### src/rtl/clb_cfg_loader_if.sv
// clb_cfg_loader_if: serial load stream and committed-configuration bus of the clb49 loader
interface clb_cfg_loader_if;
  logic        PROG;
  logic        DIN;
  logic        DVALID;
  logic        DREADY;
  logic [36:0] CFG;
  logic        CFG_VALID;
  logic        HOLD;
  logic        BUSY;
  logic        DONE;
  logic        ERR;
  modport master (output PROG, DIN, DVALID, input DREADY, CFG, CFG_VALID, HOLD, BUSY, DONE, ERR);
  modport slave  (input PROG, DIN, DVALID, output DREADY, CFG, CFG_VALID, HOLD, BUSY, DONE, ERR);
endinterface

### src/rtl/clb_cfg_loader.sv
// clb_cfg_loader: sync-hunting serial loader committing 37-bit clb49 frames; CLB_CFG_PARITY_EN adds an even-parity bit
module clb_cfg_loader #(
  parameter logic [7:0] SYNC_WORD = 8'hA5,
  parameter int         TIMEOUT   = 255
) (
  input logic             K,
  input logic             RST,
  clb_cfg_loader_if.slave bus
);
  typedef enum logic [2:0] {S_IDLE, S_SYNC, S_LOAD, S_ERROR, S_DONE} state_t;
  // power-up config: mem 0116, mux2/3/4 = 2'b10, o2m*_1 = 1
  localparam logic [36:0] CFG_RST = 37'h0_380A_80116;
`ifdef CLB_CFG_PARITY_EN
  localparam logic [5:0] LAST = 6'd37;
`else
  localparam logic [5:0] LAST = 6'd36;
`endif
  state_t      r_state;
  logic [7:0]  r_win;
  logic [7:0]  r_idle;
  logic [5:0]  r_cnt;
  logic [36:0] r_shd;
  logic [36:0] r_cfg;
  logic        r_act;
  logic        r_vld;
  logic        r_done;
  logic        r_err;
  logic        w_acc;
  logic [7:0]  w_win;
  logic [36:0] w_shd;
  // r_act is high exactly in SYNC and LOAD, so it doubles as DREADY, BUSY and HOLD
  assign w_acc = bus.DVALID && r_act;
  assign w_win = {r_win[6:0], bus.DIN};
  assign w_shd = {r_shd[35:0], bus.DIN};
  assign bus.DREADY    = r_act;
  assign bus.BUSY      = r_act;
  assign bus.HOLD      = r_act;
  assign bus.CFG       = r_cfg;
  assign bus.CFG_VALID = r_vld;
  assign bus.DONE      = r_done;
  assign bus.ERR       = r_err;
  // sequencer: sync hunt, frame shift, commit or error; PROG restarts from any state
  always_ff @(posedge K) begin
    r_vld <= 1'b0;
    if (RST) begin
      r_state <= S_IDLE;
      r_win   <= '0;
      r_idle  <= '0;
      r_cnt   <= '0;
      r_shd   <= '0;
      r_cfg   <= CFG_RST;
      r_act   <= 1'b0;
      r_done  <= 1'b0;
      r_err   <= 1'b0;
    end else if (bus.PROG) begin
      r_state <= S_SYNC;
      r_win   <= '0;
      r_idle  <= '0;
      r_cnt   <= '0;
      r_act   <= 1'b1;
      r_done  <= 1'b0;
      r_err   <= 1'b0;
    end else begin
      case (r_state)
        S_SYNC: if (w_acc) begin
          r_win <= w_win;
          if (w_win == SYNC_WORD) r_state <= S_LOAD;
        end
        S_LOAD: if (w_acc) begin
          r_shd  <= w_shd;
          r_cnt  <= r_cnt + 6'd1;
          r_idle <= '0;
          if (r_cnt == LAST) begin
            r_act <= 1'b0;
`ifdef CLB_CFG_PARITY_EN
            if (^{r_shd, bus.DIN}) begin
              r_state <= S_ERROR;
              r_err   <= 1'b1;
            end else begin
              r_state <= S_DONE;
              r_done  <= 1'b1;
              r_cfg   <= r_shd;
              r_vld   <= 1'b1;
            end
`else
            r_state <= S_DONE;
            r_done  <= 1'b1;
            r_cfg   <= w_shd;
            r_vld   <= 1'b1;
`endif
          end
        end else if (r_idle == 8'(TIMEOUT - 1)) begin
          r_state <= S_ERROR;
          r_err   <= 1'b1;
          r_act   <= 1'b0;
        end else begin
          r_idle <= r_idle + 8'd1;
        end
        default: ;
      endcase
    end
  end
endmodule

### src/flat_wrapper.sv
// flat-port wrapper written by rule: the top's interface ports become plain ports
module clb_cfg_loader_flat 
#(
  parameter logic [7:0] SYNC_WORD = 8'hA5,
  parameter int         TIMEOUT   = 255
)
  (K, RST, bus_PROG, bus_DIN, bus_DVALID, bus_DREADY, bus_CFG, bus_CFG_VALID, bus_HOLD, bus_BUSY, bus_DONE, bus_ERR);
  clb_cfg_loader_if bus_i ();
  input logic K;
  input logic RST;
  input wire logic [$bits(bus_i.PROG)-1:0] bus_PROG;
  input wire logic [$bits(bus_i.DIN)-1:0] bus_DIN;
  input wire logic [$bits(bus_i.DVALID)-1:0] bus_DVALID;
  output wire logic [$bits(bus_i.DREADY)-1:0] bus_DREADY;
  output wire logic [$bits(bus_i.CFG)-1:0] bus_CFG;
  output wire logic [$bits(bus_i.CFG_VALID)-1:0] bus_CFG_VALID;
  output wire logic [$bits(bus_i.HOLD)-1:0] bus_HOLD;
  output wire logic [$bits(bus_i.BUSY)-1:0] bus_BUSY;
  output wire logic [$bits(bus_i.DONE)-1:0] bus_DONE;
  output wire logic [$bits(bus_i.ERR)-1:0] bus_ERR;
  assign bus_i.PROG = bus_PROG;
  assign bus_i.DIN = bus_DIN;
  assign bus_i.DVALID = bus_DVALID;
  assign bus_DREADY = bus_i.DREADY;
  assign bus_CFG = bus_i.CFG;
  assign bus_CFG_VALID = bus_i.CFG_VALID;
  assign bus_HOLD = bus_i.HOLD;
  assign bus_BUSY = bus_i.BUSY;
  assign bus_DONE = bus_i.DONE;
  assign bus_ERR = bus_i.ERR;
  clb_cfg_loader #(.SYNC_WORD(SYNC_WORD), .TIMEOUT(TIMEOUT)) u_core (.K(K), .RST(RST), .bus(bus_i));
endmodule
### config.mk
export PLATFORM = sky130hd
export DESIGN_NAME = clb_cfg_loader_flat
export DESIGN_NICKNAME = d
export VERILOG_FILES = /design/src/rtl/clb_cfg_loader_if.sv /design/src/rtl/clb_cfg_loader.sv /design/src/flat_wrapper.sv
export SDC_FILE = /design/constraint.sdc
export NUM_CORES = 1
export LEC_CHECK = 0
export CAP_MARGIN = 25
export CORE_ASPECT_RATIO = 0.9
export CORE_MARGIN = 3
export CORE_UTILIZATION = 45
export CTS_BUF_LIST = sky130_fd_sc_hd__clkbuf_16
export DETAILED_ROUTE_END_ITERATION = 10
export PLACE_DENSITY = 0.67
export SKIP_LAST_GASP = 1
export SYNTH_ARGS = -nofsm -noshare
export SYNTH_HDL_FRONTEND = slang
export SYNTH_SLANG_ARGS = --single-unit
### constraint.sdc
create_clock -name K -period 2.3 [get_ports K]
set_input_delay 0.69 -clock K [delete_from_list [all_inputs] [get_ports K]]
set_output_delay 0.69 -clock K [all_outputs]
set_load 0.02 [all_outputs]
==> run summary <==
Peak Freq -> 464 MHz
final setup margin -> 0.145 ns
Post-Syn Area -> 0.00388 mm²
min-delay worst type -> flop to flop
CTS tree -> yes
final worst path period share -> 93.7%
Leakage -> 0.00163 µW
Final Skew -> 0.00968 ns
mean routed wirelength per cell -> 11.9 µm
Final Net Count -> 526
cells on worst reg2reg path -> 7
worst skew pair latency -> 0.33 ns
H-tree levels -> 3
cell with the most instances after synthesis -> nand2_1
CP Capture Type -> flop
Hold Path Sink -> u_core.bus.CFG[25]
Initial DRT Pass Iterations -> 4
relative slew slack -> 68.8%
area share of the leading cell type in the synthesized netlist -> 52.1%
final WL -> 7.59 mm
worst reg2reg endpoint -> u_core.r_state[0]
I/O pin total -> 48
RSZ-0062 raised after global routing -> false
slew of the pin with the lowest slew margin -> 0.469 ns
sequential cell area -> 0.00202 mm²
#FFs+latches synth -> 101
Clock Pin Slew Worst Setup and Hold Paths -> 0.07 ns
FF-to-FF Start -> u_core.r_idle[0]
crit path time final -> 2.15 ns
synth-to-layout area growth -> 22.3%
setup violators final -> 0
Diodes inserted -> 0
total power -> 3310 µW
Hold WS -> 0.455 ns
Critical Path AT -> 2.38 ns
setup slack, reg-to-reg -> 0.45 ns
wire length of the first global-routing pass -> 12.9 mm
Post-DRT Antenna Nets -> 0
final HPWL from detailed placement -> 4.94 mm
DIE WIDTH -> 104 µm
Fin. Hold Viols -> 0
DRC viols -> 0
Startpoint Class -> input pin
fillers -> 788
area leader, netlist -> dfxtp_1
Post-CTS Setup Bufs -> 0
DIE AREA -> 0.00977 mm²
power per cell area -> 697 mW/mm²
Synth top cells by count -> nand2_1 (164), dfxtp_1 (101), a21oi_1 (77)
die height -> 94.1 µm
VDD IR-drop max -> 0.405 mV
Sink Count -> 101
layout cells sized above 1 -> 8.62%
IO buf count -> 47
post-route cell area -> 0.00474 mm²
# rows -> 31
synth top area cells -> dfxtp_1 (52%), nand2_1 (16%), a21oi_1 (9.9%), buf_6 (2.9%), nand3_1 (2.8%)
vias in the first global route -> 2877
final design utilization -> 57.7%
Global Route Usage Sum -> 15.9%
Num CTS Buffers -> 9
grt total ovfl -> 0
initial cell density of the core -> 47.2%
Hold Buf Count CTS -> 0
outcome -> finished clean
Multi-input gate area -> 0.00163 mm²
CTS root buf -> clkbuf_16
Post-synth EDFFs -> 0
via count -> 3144
CTS resizes -> 0
fin. max-slew vios -> 0
vias per cell -> 4.94
syn avg cell area -> 8.25 µm²
Max clock buf depth -> 2
Synth Net Count -> 479
Worst Path Max Fanout -> 2
core area -> 0.00822 mm²
placed inst area -> 0.00446 mm²
cells after synthesis -> 470
Seq/Total Area, Yosys -> 52.1%
initial antenna violation count -> 0
CP required -> 2.52 ns
Synth Flop Type -> dfxtp_1
Post-Place Setup Slack -> -0.204 ns
largest net degree at the start of global routing -> 46
Max-Cap Viols -> 0
RePlAce Congestion -> 0.880
drt first-iter violations -> 128
Worst Hold Depth -> 2
hold path start -> u_core.bus.CFG[25]
Post-synth ARST share -> 0%
Synth cell types -> 39
Ys Warns -> 0
critical path class -> input pin to flop
state kept, by name (all words and copies together) (netlist names):
register and count:
u_core.bus.BUSY 1, u_core.bus.CFG 37, u_core.bus.CFG_VALID 1, u_core.bus.DONE 1
u_core.bus.ERR 1, u_core.r_cnt 6, u_core.r_idle 8, u_core.r_shd 36
u_core.r_state 3, u_core.r_win 7
final cells by class:
cell class,count,share of cell area [%]
clock buffers,9,4.75
clock inverters,7,1.27
inverters,6,0.475
multi-input cells,334,34.4
flip-flops and latches,101,42.6
well taps,115,3.03
repair buffers,65,13.4
cell families after synthesis:
family                   after synthesis  share of synthesized area (%)
adder cells (fa/ha/maj)                4                           1.29
AO/OA/AOI/OAI                         89                           12.3
flip-flops                           101                           52.1
AND/OR/NAND/NOR                      232                           26.5
XOR/XNOR                               9                           2.03
buffers and inverters                 35                           5.77
cells in the final DEF (no fill, tap or decap), types with 2 or more instances in the layout:
cell type	count
xnor2_1	4
nand4bb_1	2
ha_1	4
nor2_1	15
clkbuf_16	9
a21oi_1	77
xor2_1	5
buf_4	15
nand3_1	22
clkinv_4	3
o31ai_1	2
and2_1	2
nor3_1	4
nor3b_2	2
buf_12	3
and4_1	2
clkdlybuf4s50_1	46
inv_8	2
nand2_1	164
or3_1	5
nand4_1	3
dfxtp_1	101
inv_1	7
nand2_2	2
o21ai_0	3
where the power goes:
group / leakage (µW) / switching [µW] / internal (µW)
registers: 0.000814 / 9.14 / 1750
clock network: 0.000141 / 668 / 751
logic: 0.000671 / 72.8 / 51.0
layer usage:
metal / track usage, % / vias up / part of all wire [%]
li1: - / 1648 / -
met1: 20.3 / 1418 / 49
met2: 25.7 / 62 / 45
met3: 3.85 / 16 / 4.0
met4: 7.42 / 0 / 2.1
met5: 0 / - / 0
worst max-delay path, cell delays in order:
cell and delay [ns]:
clkdlybuf4s50_1 0.49, nand2_2 0.07, o31ai_1 0.29, o221ai_2 0.14
or3_1 0.39, a221o_1 0.30
how the worst max path moves through the flow:
stage / start / endpoint / slack [ns]
after floorplan: bus_DVALID / u_core.r_state[0] / 0.31
after global placement: bus_DVALID / u_core.r_state[0] / -0.15
after detailed placement: bus_DVALID / u_core.r_state[0] / -0.20
after CTS: u_core.bus.BUSY / bus_BUSY / 0.14
after global routing: bus_DVALID / u_core.r_state[0] / 0.03
final: bus_DVALID / u_core.r_state[0] / 0.15
stage by stage:
stage	setup TNS (ns)	instances
global placement	-0.195	621
finish	0	637
global route	0	637
detailed placement	-0.588	621
CTS	0	637
floorplan	0	470
Note: power is estimated with default switching activity, not from simulation.
==> edit: new RTL, config.mk and constraints unchanged <==
The option `CLB_CFG_PARITY_EN` is turned on by a define.
--- a/src/rtl/clb_cfg_loader.sv
+++ b/src/rtl/clb_cfg_loader.sv
@@ -1,2 +1,4 @@
 // clb_cfg_loader: sync-hunting serial loader committing 37-bit clb49 frames; CLB_CFG_PARITY_EN adds an even-parity bit
+`define CLB_CFG_PARITY_EN
+
 module clb_cfg_loader #(
Check against the original RTL: no difference found for any inputs over 10 cycles, from zero or initial values and one cycle with RST high; that may be too few to reach the edited logic, so the function may still have changed.
==> edit against the original RTL <==
The flow now finishes with violations (setup timing). Wire length is 32% higher. Sequential cell count up 1. Total power is 5.4% higher. Synthesized area grew 5.6%. Core utilization is 5.6 points higher. Count of clock-buffer cells in the layout unchanged. Worst setup slack worse by 0.20 ns. Cell area increased by 16%.
==> edit: results <==
metrics = {
    "yosys": {
        "synth_top_area_share": 0.498,
        "synth-adder-area-share": 0.0122,
        "synthTopCellsByArea": "dfxtp_1 50%, nand2_1 7.8%, a21oi_1 6.5%, xnor2_1 6.2%, nand3_1 3.4%",
        "synth_xor_area_frac": 0.105,
        "ys_seq_area_frac": 0.498,
        "synth_seq_cells": 102,
        "synth_compound_area_frac": 0.148,
        "yosys-top-cells-count": "102 x dfxtp_1, 85 x nand2_1, 53 x a21oi_1",
        "syn_nets": 462,
        "synth.avg_cell_area_um2": 9.04,
        "synth_mux_area_frac": 0.0171,
    },
    "placed_design": {
        "hpwl_mm": 6.45,
        "placed_cells": 629,
        "place_congestion": 0.808,
    },
    "pwr": {
        "pg_clk_w": 0.00160,
        "combPwrFrac": 0.033,
        "p_leak_nw": 1.97,
        "peakVddDrop_mv": 0.355,
        "power_switching_share": 0.209,
    },
    "route": {
        "drt_iter0_drc": 237,
        "vias": 3430,
        "via_per_inst": 5.25,
        "first_pass_iters": 5,
        "wirelength_mm": 10.0,
    },
    "worst_hold_path": {
        "worstHoldStart": "u_core.bus.CFG[30]$_SDFFE_PP0P_",
        "holdPathEnd": "u_core.bus.CFG[30]$_SDFFE_PP0P_",
    },
    "timing": {
        "relSlewSlack": 0.723,
        "whs_ns": 0.472,
        "final-setup-viol-count": 24,
        "skew_ns": 0.00832,
        "setup_slack_ns": -0.0552,
    },
    "worst_setup_path": {
        "worst_path_largest_cell_delay_ns": 0.51,
        "reg2reg_slack_ns": -0.06,
        "worstRegToRegCells": 9,
        "r2r_start": "u_core.r_shd[7]$_SDFFE_PP0P_",
        "path_max_fanout": 6,
        "rr_endpoint": "u_core.bus.CFG[24]$_SDFFE_PP0P_",
        "arrival_ns": 2.59,
        "critical-path-top-delay-family": "XOR/XNOR gates",
        "crit_slowest_cell": "xnor3_2",
    },
    "grt": {
        "grt_pass1_vias": 3221,
        "grt_pass1_wl_mm": 16.0,
        "grt_max_degree": 38,
        "grt_usage": 0.197,
    },
    "cells_and_area": {
        "nets": 539,
        "drive_gt1_frac": 0.185,
    },
    "clock_tree": {
        "clk_pin_slew_ns": 0.07,
    },
    "status": {
        "outcome": "finished, violations left",
        "violations": "setup timing",
    },
}
-- edit: cell types whose count changed after synthesis, sizes merged, moves of 8 or more --
cell	change
a21oi	-23
a22o	+21
xnor2	+27
nor2	+10
buf	-10
o21ai	+18
xor2	+8
nand2	-81
-- edit: repair_timing --
item | in CTS | in global routing
hold buffers | 0 | 0
pin swaps | 8 | 19
cloned | 2 | 1
setup buffers | 4 | 2
endpoints found under the setup margin | 42 | 40
gates resized for setup | 18 | 22
-- edit: cell families after synthesis --
logic type | count (synthesis)
xor gates and xnor gates | 45
buffers and inverters | 31
adders and majority gates | 4
AOI/OAI and AO/OA | 100
and+or+nand+nor | 164
muxes | 7
DFF | 102
-- edit: per-stage QoR --
stage | power [W] | setup TNS (ns) | setup WS (ns) | instance area [um2] | util
3_5_place_dp | 0.00191 | -19.65 | -0.516 | 4910 | 0.562
5_1_grt | 0.00359 | -3.00 | -0.112 | 5530 | 0.633
3_3_place_gp | 0.00191 | -16.18 | -0.424 | 4910 | 0.562
4_1_cts | 0.00350 | -1.28 | -0.0712 | 5380 | 0.616
2_1_floorplan | 0.00187 | 0 | 0.0978 | 4110 | -
6_report | 0.00348 | -0.853 | -0.0552 | 5530 | 0.633
-- edit: routing by layer --
layer  share of wire  vias to the layer above  global-route usage
li1                -                     1692                   -
met1            0.45                     1619               0.265
met2            0.48                      104               0.317
met3           0.051                       15              0.0385
met4           0.019                        0              0.0745
met5               0                        -                   0
-- edit: worst min-delay path: cells and delay by family (launching register included) --
kind	cells	cell delay, ns
AO/OA/AOI/OAI	2	0.12
flip-flops	1	0.30
-- edit: area by class of cell --
cell class	count	area, um2
well taps	119	149
repair buffers	92	898
clock inverters	6	85.1
multi-input cells	320	2090
clock buffers	9	225
flip-flops and latches	102	2060
inverters	5	18.8
fillers	755	3200
-- edit: worst max path at each step --
stage                                  start                               to  slack (ns)  cells past startpoint
2_1_floorplan                        bus_DIN  u_core.bus.CFG[18]$_SDFFE_PP0P_         0.1                      7
3_3_place_gp                         bus_DIN  u_core.bus.CFG[13]$_SDFFE_PP0P_       -0.42                      8
3_5_place_dp                         bus_DIN   u_core.bus.CFG[5]$_SDFFE_PP0P_       -0.52                      8
4_1_cts        u_core.r_shd[34]$_SDFFE_PP0P_  u_core.bus.CFG[27]$_SDFFE_PP0P_       -0.07                      9
5_1_grt         u_core.r_shd[7]$_SDFFE_PP0P_   u_core.bus.CFG[6]$_SDFFE_PP0P_       -0.11                      9
6_report        u_core.r_shd[7]$_SDFFE_PP0P_  u_core.bus.CFG[24]$_SDFFE_PP0P_       -0.06                      9
